--- src/rtl/md_bus_register.sv ---
// Memory data register: loads from the internal bus or via a req/ack memory read
// with lane extraction, sign/zero extension and a timeout. It also drives the store lanes.
module md_bus_register #(
  parameter int unsigned DATA_W  = 32,
  parameter int unsigned TIMEOUT = 16,
  localparam int unsigned LANES  = DATA_W / 8,
  localparam int unsigned OFF_W  = $clog2(LANES)
) (
  input  logic              clk,
  input  logic              clr,
  input  logic              en_bus,
  input  logic [DATA_W-1:0] bus_in,
  input  logic              rd_start,
  input  logic [1:0]        size,
  input  logic              sext,
  input  logic [OFF_W-1:0]  addr_lo,
  output logic              mem_req,
  input  logic              mem_ack,
  input  logic [DATA_W-1:0] mem_rdata,
  output logic [DATA_W-1:0] q,
  output logic              busy,
  output logic              done,
  output logic              err,
  output logic [DATA_W-1:0] mem_wdata,
  output logic [LANES-1:0]  mem_be
);

  localparam int unsigned CNT_W = (TIMEOUT > 1) ? $clog2(TIMEOUT + 1) : 1;

  typedef enum logic {StIdle, StWait} state_e;

  state_e             state_q, state_d;
  logic [DATA_W-1:0]  q_q, q_d;
  logic               req_q, req_d;
  logic               done_q, done_d;
  logic               err_q, err_d;
  logic [CNT_W-1:0]   cnt_q, cnt_d;
  logic [1:0]         sz_q, sz_d;
  logic               sext_q, sext_d;
  logic [OFF_W-1:0]   off_q, off_d;

  // A dword request on a 32-bit datapath is treated as a word.
  function automatic logic [1:0] eff_size(input logic [1:0] s);
    if (DATA_W == 32 && s == 2'b11) return 2'b10;
    return s;
  endfunction

  function automatic logic is_aligned(input logic [1:0] s, input logic [OFF_W-1:0] off);
    logic [OFF_W-1:0] m;
    m = OFF_W'((1 << s) - 1);
    return (off & m) == '0;
  endfunction

  // Read-data extraction from the latched size/offset/sign mode.
  logic [DATA_W-1:0] shifted;
  logic [DATA_W-1:0] ext;
  logic              fill;
  int                nbits;

  always_comb begin
    shifted = mem_rdata >> {off_q, 3'b000};
    nbits   = 8 << sz_q;
    unique case (sz_q)
      2'b00:   fill = sext_q & shifted[7];
      2'b01:   fill = sext_q & shifted[15];
      2'b10:   fill = sext_q & shifted[31];
      default: fill = sext_q & shifted[DATA_W-1];
    endcase
    for (int i = 0; i < DATA_W; i++) begin
      ext[i] = (i < nbits) ? shifted[i] : fill;
    end
  end

  always_comb begin
    state_d = state_q;
    q_d     = q_q;
    req_d   = req_q;
    done_d  = 1'b0;
    err_d   = err_q;
    cnt_d   = cnt_q;
    sz_d    = sz_q;
    sext_d  = sext_q;
    off_d   = off_q;
    unique case (state_q)
      StIdle: begin
        if (rd_start) begin
          sz_d   = eff_size(size);
          sext_d = sext;
          off_d  = addr_lo;
          cnt_d  = '0;
          if (is_aligned(eff_size(size), addr_lo)) begin
            state_d = StWait;
            req_d   = 1'b1;
            err_d   = 1'b0;
          end else begin
            err_d = 1'b1;
          end
        end else if (en_bus) begin
          q_d = bus_in;
        end
      end
      StWait: begin
        if (mem_ack) begin
          q_d     = ext;
          req_d   = 1'b0;
          done_d  = 1'b1;
          state_d = StIdle;
        end else if (TIMEOUT != 0) begin
          if (32'(cnt_q) + 32'd1 == TIMEOUT) begin
            req_d   = 1'b0;
            err_d   = 1'b1;
            state_d = StIdle;
          end else begin
            cnt_d = cnt_q + 1'b1;
          end
        end
      end
      default: state_d = StIdle;
    endcase
  end

  always_ff @(posedge clk or negedge clr) begin
    if (!clr) begin
      state_q <= StIdle;
      q_q     <= '0;
      req_q   <= 1'b0;
      done_q  <= 1'b0;
      err_q   <= 1'b0;
      cnt_q   <= '0;
      sz_q    <= 2'b00;
      sext_q  <= 1'b0;
      off_q   <= '0;
    end else begin
      state_q <= state_d;
      q_q     <= q_d;
      req_q   <= req_d;
      done_q  <= done_d;
      err_q   <= err_d;
      cnt_q   <= cnt_d;
      sz_q    <= sz_d;
      sext_q  <= sext_d;
      off_q   <= off_d;
    end
  end

  // Store path follows the live size/offset, not the latched read parameters.
  logic [1:0] st_sz;
  logic       st_ok;

  always_comb begin
    st_sz = eff_size(size);
    st_ok = is_aligned(st_sz, addr_lo);
    unique case (st_sz)
      2'b00:   mem_wdata = {LANES{q_q[7:0]}};
      2'b01:   mem_wdata = {(LANES / 2){q_q[15:0]}};
      2'b10:   mem_wdata = {(DATA_W / 32){q_q[31:0]}};
      default: mem_wdata = q_q;
    endcase
    for (int l = 0; l < LANES; l++) begin
      mem_be[l] = st_ok && (l >= int'(addr_lo)) && (l < int'(addr_lo) + (1 << st_sz));
    end
  end

  assign q       = q_q;
  assign mem_req = req_q;
  assign busy    = (state_q == StWait);
  assign done    = done_q;
  assign err     = err_q;

endmodule

--- config.mk ---
export PLATFORM = sky130hd
export DESIGN_NAME = md_bus_register
export DESIGN_NICKNAME = d
export VERILOG_FILES = /design/src/rtl/md_bus_register.sv
export SDC_FILE = /design/constraint.sdc
export NUM_CORES = 1
export LEC_CHECK = 0
export BUFFER_PORTS_ARGS = -buffer_cell sky130_fd_sc_hd__buf_2
export CAP_MARGIN = 20
export CELL_PAD_IN_SITES_DETAIL_PLACEMENT = 1
export CELL_PAD_IN_SITES_GLOBAL_PLACEMENT = 1
export CORE_AREA = 2 2 108 110
export DETAILED_ROUTE_END_ITERATION = 10
export DIE_AREA = 0 0 110 112
export PLACE_DENSITY = 0.77
export SYNTH_ARGS = -nofsm -noshare
export SYNTH_HDL_FRONTEND = slang
export SYNTH_SLANG_ARGS = --single-unit
--- constraint.sdc ---
create_clock -name clk -period 3.02 [get_ports clk]
set_input_delay 0.906 -clock clk [delete_from_list [all_inputs] [get_ports clk]]
set_output_delay 0.906 -clock clk [all_outputs]
set_load 0.005 [all_outputs]
==> metrics.csv, run 1 <==
metric;value;unit
final_antenna_net_count;0;
grt-ovfl-total;0;
min_path_cells;1;
clockBufferDepth;2;
worstPathRequired;2110;ps
cp-end-kind;output port;
avgSynthCellArea;9.51;um2
start_kind;primary input;
hold_path_class;reg2reg;
cts_sinks;46;
arrival;2150;ps
postCtsHoldBufs;0;
path_cells;buf_12 -> nor2_4 -> ha_4 -> fa_2 -> nand3_4 -> o21ai_4 -> a211oi_2 -> buf_2;
crit_slowest_cell;fa_2;
avgRoutedWirePerCell;19.5;um
max_cap_violations;0;
ios;146;
synth_cells;377;
path_buf_inv;2;
tightest_slew;626;ps
drt_iter0_markers;95;
fin_crit_sh;1.01;
status;finished, violations left;
multi_input_comb_area;0.00228;mm2
area_growth;30.6;%
antenna_found_initial;1;
fin_nets;590;
synth.cell_area;0.00359;mm2
cts_made_buffers;5;
io_buffers;145;
fp.dieH;112;um
hpwlAfterDp;9.85;mm
wl;12.8;mm
finalSetupTns;-53.2;ps
fillCellCount;1350;
gr-usage-all-layers;0.200;
grt_pass1_vias;3486;
maxSlewHeadroom;0.583;
via_per_inst;5.25;
tritoncts;done;
grt_setup_unrepaired;yes;
root_buffer;clkbuf_16;
grt_max_degree;29;
leakage;0.00230;uW
core;0.0112;mm2
dp.cells;645;
power.density;600;mW/mm2
fp.dieArea;0.0123;mm2
hold_viol;0;
via_count;3442;
slew_viol_final;0;
crit_fanout;3;
violations;setup timing;
synth_nets;456;
instances_no_fill;655;
seqCellArea;0.00115;mm2
n_antenna_cell;0;
critPathMaxStageDelay;390;ps
drc_errors;0;
clock_skew;6.64;ps
seq_area_frac_synth;0.321;
num_rows;39;
clock.fmax;328;MHz
r2r_cells;4;
path_class;in2out;
gp_congestion;0.830;
ys_types;45;
cts_max_level;2;
min_period;3050;ps
initial_core_util;0.321;
clk_latency;290;ps
ys_seq_elements;46;
clkTransAtPathRegs;70;ps
grt_pass1_wl;18.9;mm
cp_top_family;adder cells;
setup_viol;2;
drive_above_1_share;0.424;
vdd_drop_max;0.332;mV
cp.depth;8;
yosys_warnings;0;
die_width;110;um
dr.pass1.iters;4;
place_ws;-297;ps
fin_ws;-32.5;ps
[state kept, by name (all words and copies together), names as in the netlist]
signal   cells
err          1
sz_q         2
busy         1
done         1
mem_req      1
sext_q       1
cnt_q        5
q           32
off_q        2
[stage by stage]
step | total power, uW | hold slack (ps) | instance area (um2) | util
2_1_floorplan | 1720 | 487 | 3600 | -
3_3_place_gp | 2180 | 513 | 4400 | 0.394
3_5_place_dp | 2240 | 516 | 4400 | 0.394
4_1_cts | 2820 | 542 | 4620 | 0.413
5_1_grt | 3000 | 572 | 4680 | 0.419
6_report | 2810 | 533 | 4680 | 0.419
[timing repair]
action                     in CTS  in global routing
cloned                          0                  0
resized for setup              17                  8
buffers inserted                0                  2
setup endpoints to repair       3                  3
pin swaps                       4                  2
[area by class of cell]
type	count	share of cell area
multi-input cells	288	0.487
clock buffers	7	0.0304
well taps	143	0.0382
flip-flops and latches	46	0.246
repair buffers	161	0.190
clock inverters	1	0.00107
inverters	9	0.00721
[cells in the final DEF (no fill, tap or decap), types with 4 or more instances in the layout]
cell type	synthesis	final
inv_1	7	7
dfrtp_1	46	46
buf_2	8	143
nor3_1	11	11
a21oi_1	9	8
nor2_1	16	15
nand2_1	34	33
o21a_1	12	12
clkbuf_16	0	5
o21ai_0	44	43
a211oi_1	6	4
a221oi_2	7	7
mux2_2	21	21
nand3b_1	4	4
a31oi_1	4	4
mux2i_1	76	76
buf_4	10	14
[cell usage after synthesis (all sizes together)]
| library cell | instances | area share |
|---|---|---|
| a21oi | 9 | 0.013 |
| buf | 23 | 0.048 |
| o211ai | 3 | 0.0063 |
| fa | 1 | 0.0056 |
| a31o | 3 | 0.0073 |
| nand2 | 34 | 0.036 |
| or2 | 1 | 0.0017 |
| a311o | 1 | 0.0028 |
| a21o | 2 | 0.0042 |
| nor2 | 17 | 0.018 |
| nand2b | 5 | 0.011 |
| nor2b | 3 | 0.0052 |
| nand3b | 4 | 0.0084 |
| a31oi | 4 | 0.0070 |
| clkbuf | 11 | 0.012 |
| xor2 | 2 | 0.0049 |
| nor3 | 11 | 0.015 |
| mux4 | 1 | 0.0063 |
| a211oi | 6 | 0.013 |
| o21a | 13 | 0.029 |
| o2111ai | 1 | 0.0024 |
| clkinv | 2 | 0.0021 |
| o21ai | 46 | 0.065 |
| a41oi | 1 | 0.0024 |
| and2 | 2 | 0.0035 |
| a221o | 1 | 0.0028 |
| nand3 | 2 | 0.0028 |
| a22o | 1 | 0.0024 |
| a221oi | 7 | 0.029 |
| o22ai | 3 | 0.0052 |
| o311a | 1 | 0.0028 |
| nand4b | 1 | 0.0024 |
| inv | 7 | 0.0073 |
| o2bb2ai | 1 | 0.0024 |
| dfrtp | 46 | 0.32 |
| mux2 | 21 | 0.066 |
| ha | 4 | 0.014 |
| mux2i | 76 | 0.21 |
[metal layers]
layer,wire length (um),global-route usage
met4,156,0.0397
met3,656,0.0287
met1,5440,0.259
met2,6530,0.351
met5,13,0
[kinds of logic (layout without fill, tap and decap cells)]
group	count (synthesis)	after routing	synth area share
AO/OA/AOI/OAI	103	103	0.197
multiplexers	98	98	0.284
flip-flops	46	46	0.321
XOR/XNOR	2	2	0.00489
AND/OR/NAND/NOR	80	80	0.104
adder cells (fa/ha/maj)	5	5	0.0195
buffers and inverters	43	178	0.0687
[power by group]
part | switching (uW) | internal [uW]
logic | 603 | 624
registers | 231 | 779
clock network | 243 | 329
total | 1080 | 1730
[worst reg2reg max path, delay by kind of cell, from the launching register on]
family	cells	cell delay, ps
compound gates	2	550
flops	1	580
buf+inv	1	330
simple gates	1	290
[path summary, 6_finish.rpt]
path,startpoint,to,slack [ps]
worst max register to register,busy,q[24],1170
worst min register to register,mem_req,mem_req,530
min in group asynchronous,clr,q[29],630
worst max-delay path,size[0],mem_be[2],-30
max in group asynchronous,clr,q[3],1830
worst min-delay path,mem_req,mem_req,530
No activity file was read; power rests on OpenSTA's default activity.
==> run 2, diff against run 1 <==
ABC_AREA = 1   (was not set)
CORE_AREA = 2 2 111 113   (was 2 2 108 110)
DIE_AREA = 0 0 113 115   (was 0 0 110 112)
==> metrics.csv, run 2 <==
metric;value;unit;change
status;finished, violations left;;
violations;DRC;;
via_per_inst;4.87;;-7.3%
synth_nets;623;;+37%
topRoutingLayerUsed;met4;;
grt_pass1_vias;4096;;+17%
clock_skew;5.13;ps;-1.51 ps
drc_errors;12;;+12
drt_iter0_markers;232;;+140%
fp.dieArea;0.0130;mm2;+5.5%
synth_commonest_cells;nand2_1, nor2_1, dfrtp_1;;
n_antenna_cell;0;;unchanged
yosysMostFrequentCell;nand2_1;;
synth_flop_cell;dfrtp_1;;
gr-usage-all-layers;0.205;;+0.00512
worstPathRequired;2110;ps;about the same
path_class;in2out;;
cts_max_level;2;;unchanged
via_count;4038;;+17%
wl_met2;6.38;mm;-2.3%
fillCellCount;1599;;+18%
rr_startpoint;off_q[1];;
seqCellArea;0.00115;mm2;unchanged
setup_viol;0;;-2
yosysTopAreaCell;dfrtp_1;;
p_int;1650;uW;-4.5%
clock.fmax;331;MHz;+1.2%
grt_max_degree;49;;+69%
antenna_found_initial;0;;-1
tightest_slew;646;ps;+20.0 ps
root_buffer;clkbuf_16;;
yosys_warnings;0;;unchanged
fin_ws;2.26;ps;+34.8 ps
finalSetupTns;0;ps;+53.2 ps
area_growth;34.8;%;
clockBufferDepth;2;;unchanged
power.density;615;mW/mm2;+2.6%
vdd_drop_max;0.229;mV;-31%
io_buffers;145;;unchanged
largest_reg_flops;32;;unchanged
ios;146;;unchanged
min_from;mem_req;;
synth.cell_area;0.00335;mm2;-6.7%
startpoint;size[1];;
ys_seq_elements;46;;unchanged
clk_latency;290;ps;about the same
p_comb_frac;0.431;;-0.006
leakage;0.00252;uW;+9.3%
p_sw;1120;uW;+4.2%
slew_viol_final;0;;unchanged
wl;13.7;mm;+6.9%
wl_met1;6.17;mm;+13%
drive_above_1_share;0.277;;-0.147
crit_fanout;3;;unchanged
cts_sinks;46;;unchanged
place_ws;-142;ps;+155 ps
core;0.0118;mm2;+5.7%
max_cap_violations;0;;unchanged
seqPwrFrac;0.338;;-0.022
min_period;3020;ps;-34.8 ps
fin_crit_sh;0.999;;-0.0115
hold_viol;0;;unchanged
avgRoutedWirePerCell;16.5;um;-16%
dr.pass1.iters;7;;+3
yosys-top-cells-area;dfrtp_1, nand2_1, nor2_1;;
grt_setup_unrepaired;yes;;
layout_common_cells;nand2_1, buf_2, nor2_1;;
p_sw_frac;0.404;;+0.0209
layout_commonest_cell;nand2_1;;
synth_top_area_frac;0.344;;+0.0229
met3_length;885;um;+35%
fp.dieH;115;um;+2.7%
cts_made_buffers;5;;unchanged
avgSynthCellArea;6.15;um2;-35%
tritoncts;done;;
power.share.clock;0.231;;+0.027
synth_edf_count;0;;unchanged
arrival;2110;ps;-40 ps
ys_types;26;;-42%
grt-ovfl-total;0;;unchanged
clkTransAtPathRegs;60;ps;about the same
die_width;113;um;+2.7%
hpwlAfterDp;10.5;mm;+6.5%
seq_area_frac_synth;0.344;;+0.0229
gp_congestion;0.897;;+8.0%
hold_path_class;reg2reg;;
final_antenna_net_count;0;;unchanged
maxSlewHeadroom;0.569;;-0.0138
synth_cells;544;;+44%
multi_input_comb_area;0.00192;mm2;-16%
num_rows;40;;+2.6%
grt_pass1_wl;21.3;mm;+13%
cp-end-kind;output port;;
fin_nets;760;;+29%
initial_core_util;0.283;;-0.0375
async_flop_share;1.00;;unchanged
start_kind;primary input;;
finalPower;2780;uW;-1.2%
## run 2: changes by cell type in the layout (fill, tap and decap cells not counted), moves of 24 or more
cell,before,now
nand2_1,33,212
mux2i_1,76,0
nor2_1,15,80
a21oi_1,8,44
inv_1,7,36
nand3_1,1,25
## run 2: logic make-up (layout without fill, tap and decap cells)
group / Yosys count / in the layout / share of synthesized area
xor gates and xnor gates: 3 / 3 / 0.00785
and+or+nand+nor: 325 / 325 / 0.382
buffers and inverters: 74 / 212 / 0.0994
AOI/OAI and AO/OA: 91 / 91 / 0.146
DFF: 46 / 46 / 0.344
adders and majority gates: 5 / 5 / 0.0209
## run 2: power by group through the flow
stage	clock network, uW	logic, uW	registers (uW)
floorplan	0	668	923
global placement	0	1140	943
detailed placement	0	1170	949
CTS	654	1190	939
global route	671	1340	965
finish	641	1200	938
## run 2: worst max-delay path, cell delays in order
cell	delay, ps
buf_8	80
nor2_4	40
ha_4	150
fa_2	350
xnor2_2	150
nand3_2	90
nor2_1	50
nor3_1	160
buf_2	140
## run 2: routing by layer
metal / GRT usage / vias up
met5: 0 / -
met4: 0.0626 / 0
met3: 0.0358 / 15
met2: 0.329 / 126
met1: 0.284 / 1917
li1: - / 1980
## run 2: worst paths after layout
path / to / slack [ps] / cells past startpoint
max: mem_be[1] / 2 / 9
min: mem_req / 500 / 2
max reg2reg: q[11] / 860 / 8
min reg2reg: mem_req / 500 / 2
max in group asynchronous: done / 1880 / 2
min in group asynchronous: q[17] / 700 / 2
## run 2: repair_timing
action                                  in CTS  in global routing
hold buffers                                 0                  0
cloned                                       0                  0
setup buffers                                3                  1
resized for setup                           12                  1
pin swaps                                    2                  0
endpoints found under the setup margin       3                  2
## run 2: cell type report
cell class / count / area share
Clock buffer: 5 / 0.0277
Clock inverter: 3 / 0.00971
Inverter: 39 / 0.0330
Multi-Input combinational cell: 424 / 0.425
Sequential cell: 46 / 0.255
Tap cell: 147 / 0.0408
Timing Repair Buffer: 165 / 0.209
## run 2: per-stage QoR
| stage | instances | hold WS [ps] | area (um2) | util |
|---|---|---|---|---|
| after CTS | 827 | 473 | 4470 | 0.379 |
| final | 829 | 497 | 4510 | 0.382 |
| after detailed placement | 816 | 459 | 4240 | 0.359 |
| after floorplan | 544 | 464 | 3410 | - |
| after global placement | 816 | 455 | 4240 | 0.359 |
| after global routing | 829 | 547 | 4510 | 0.382 |
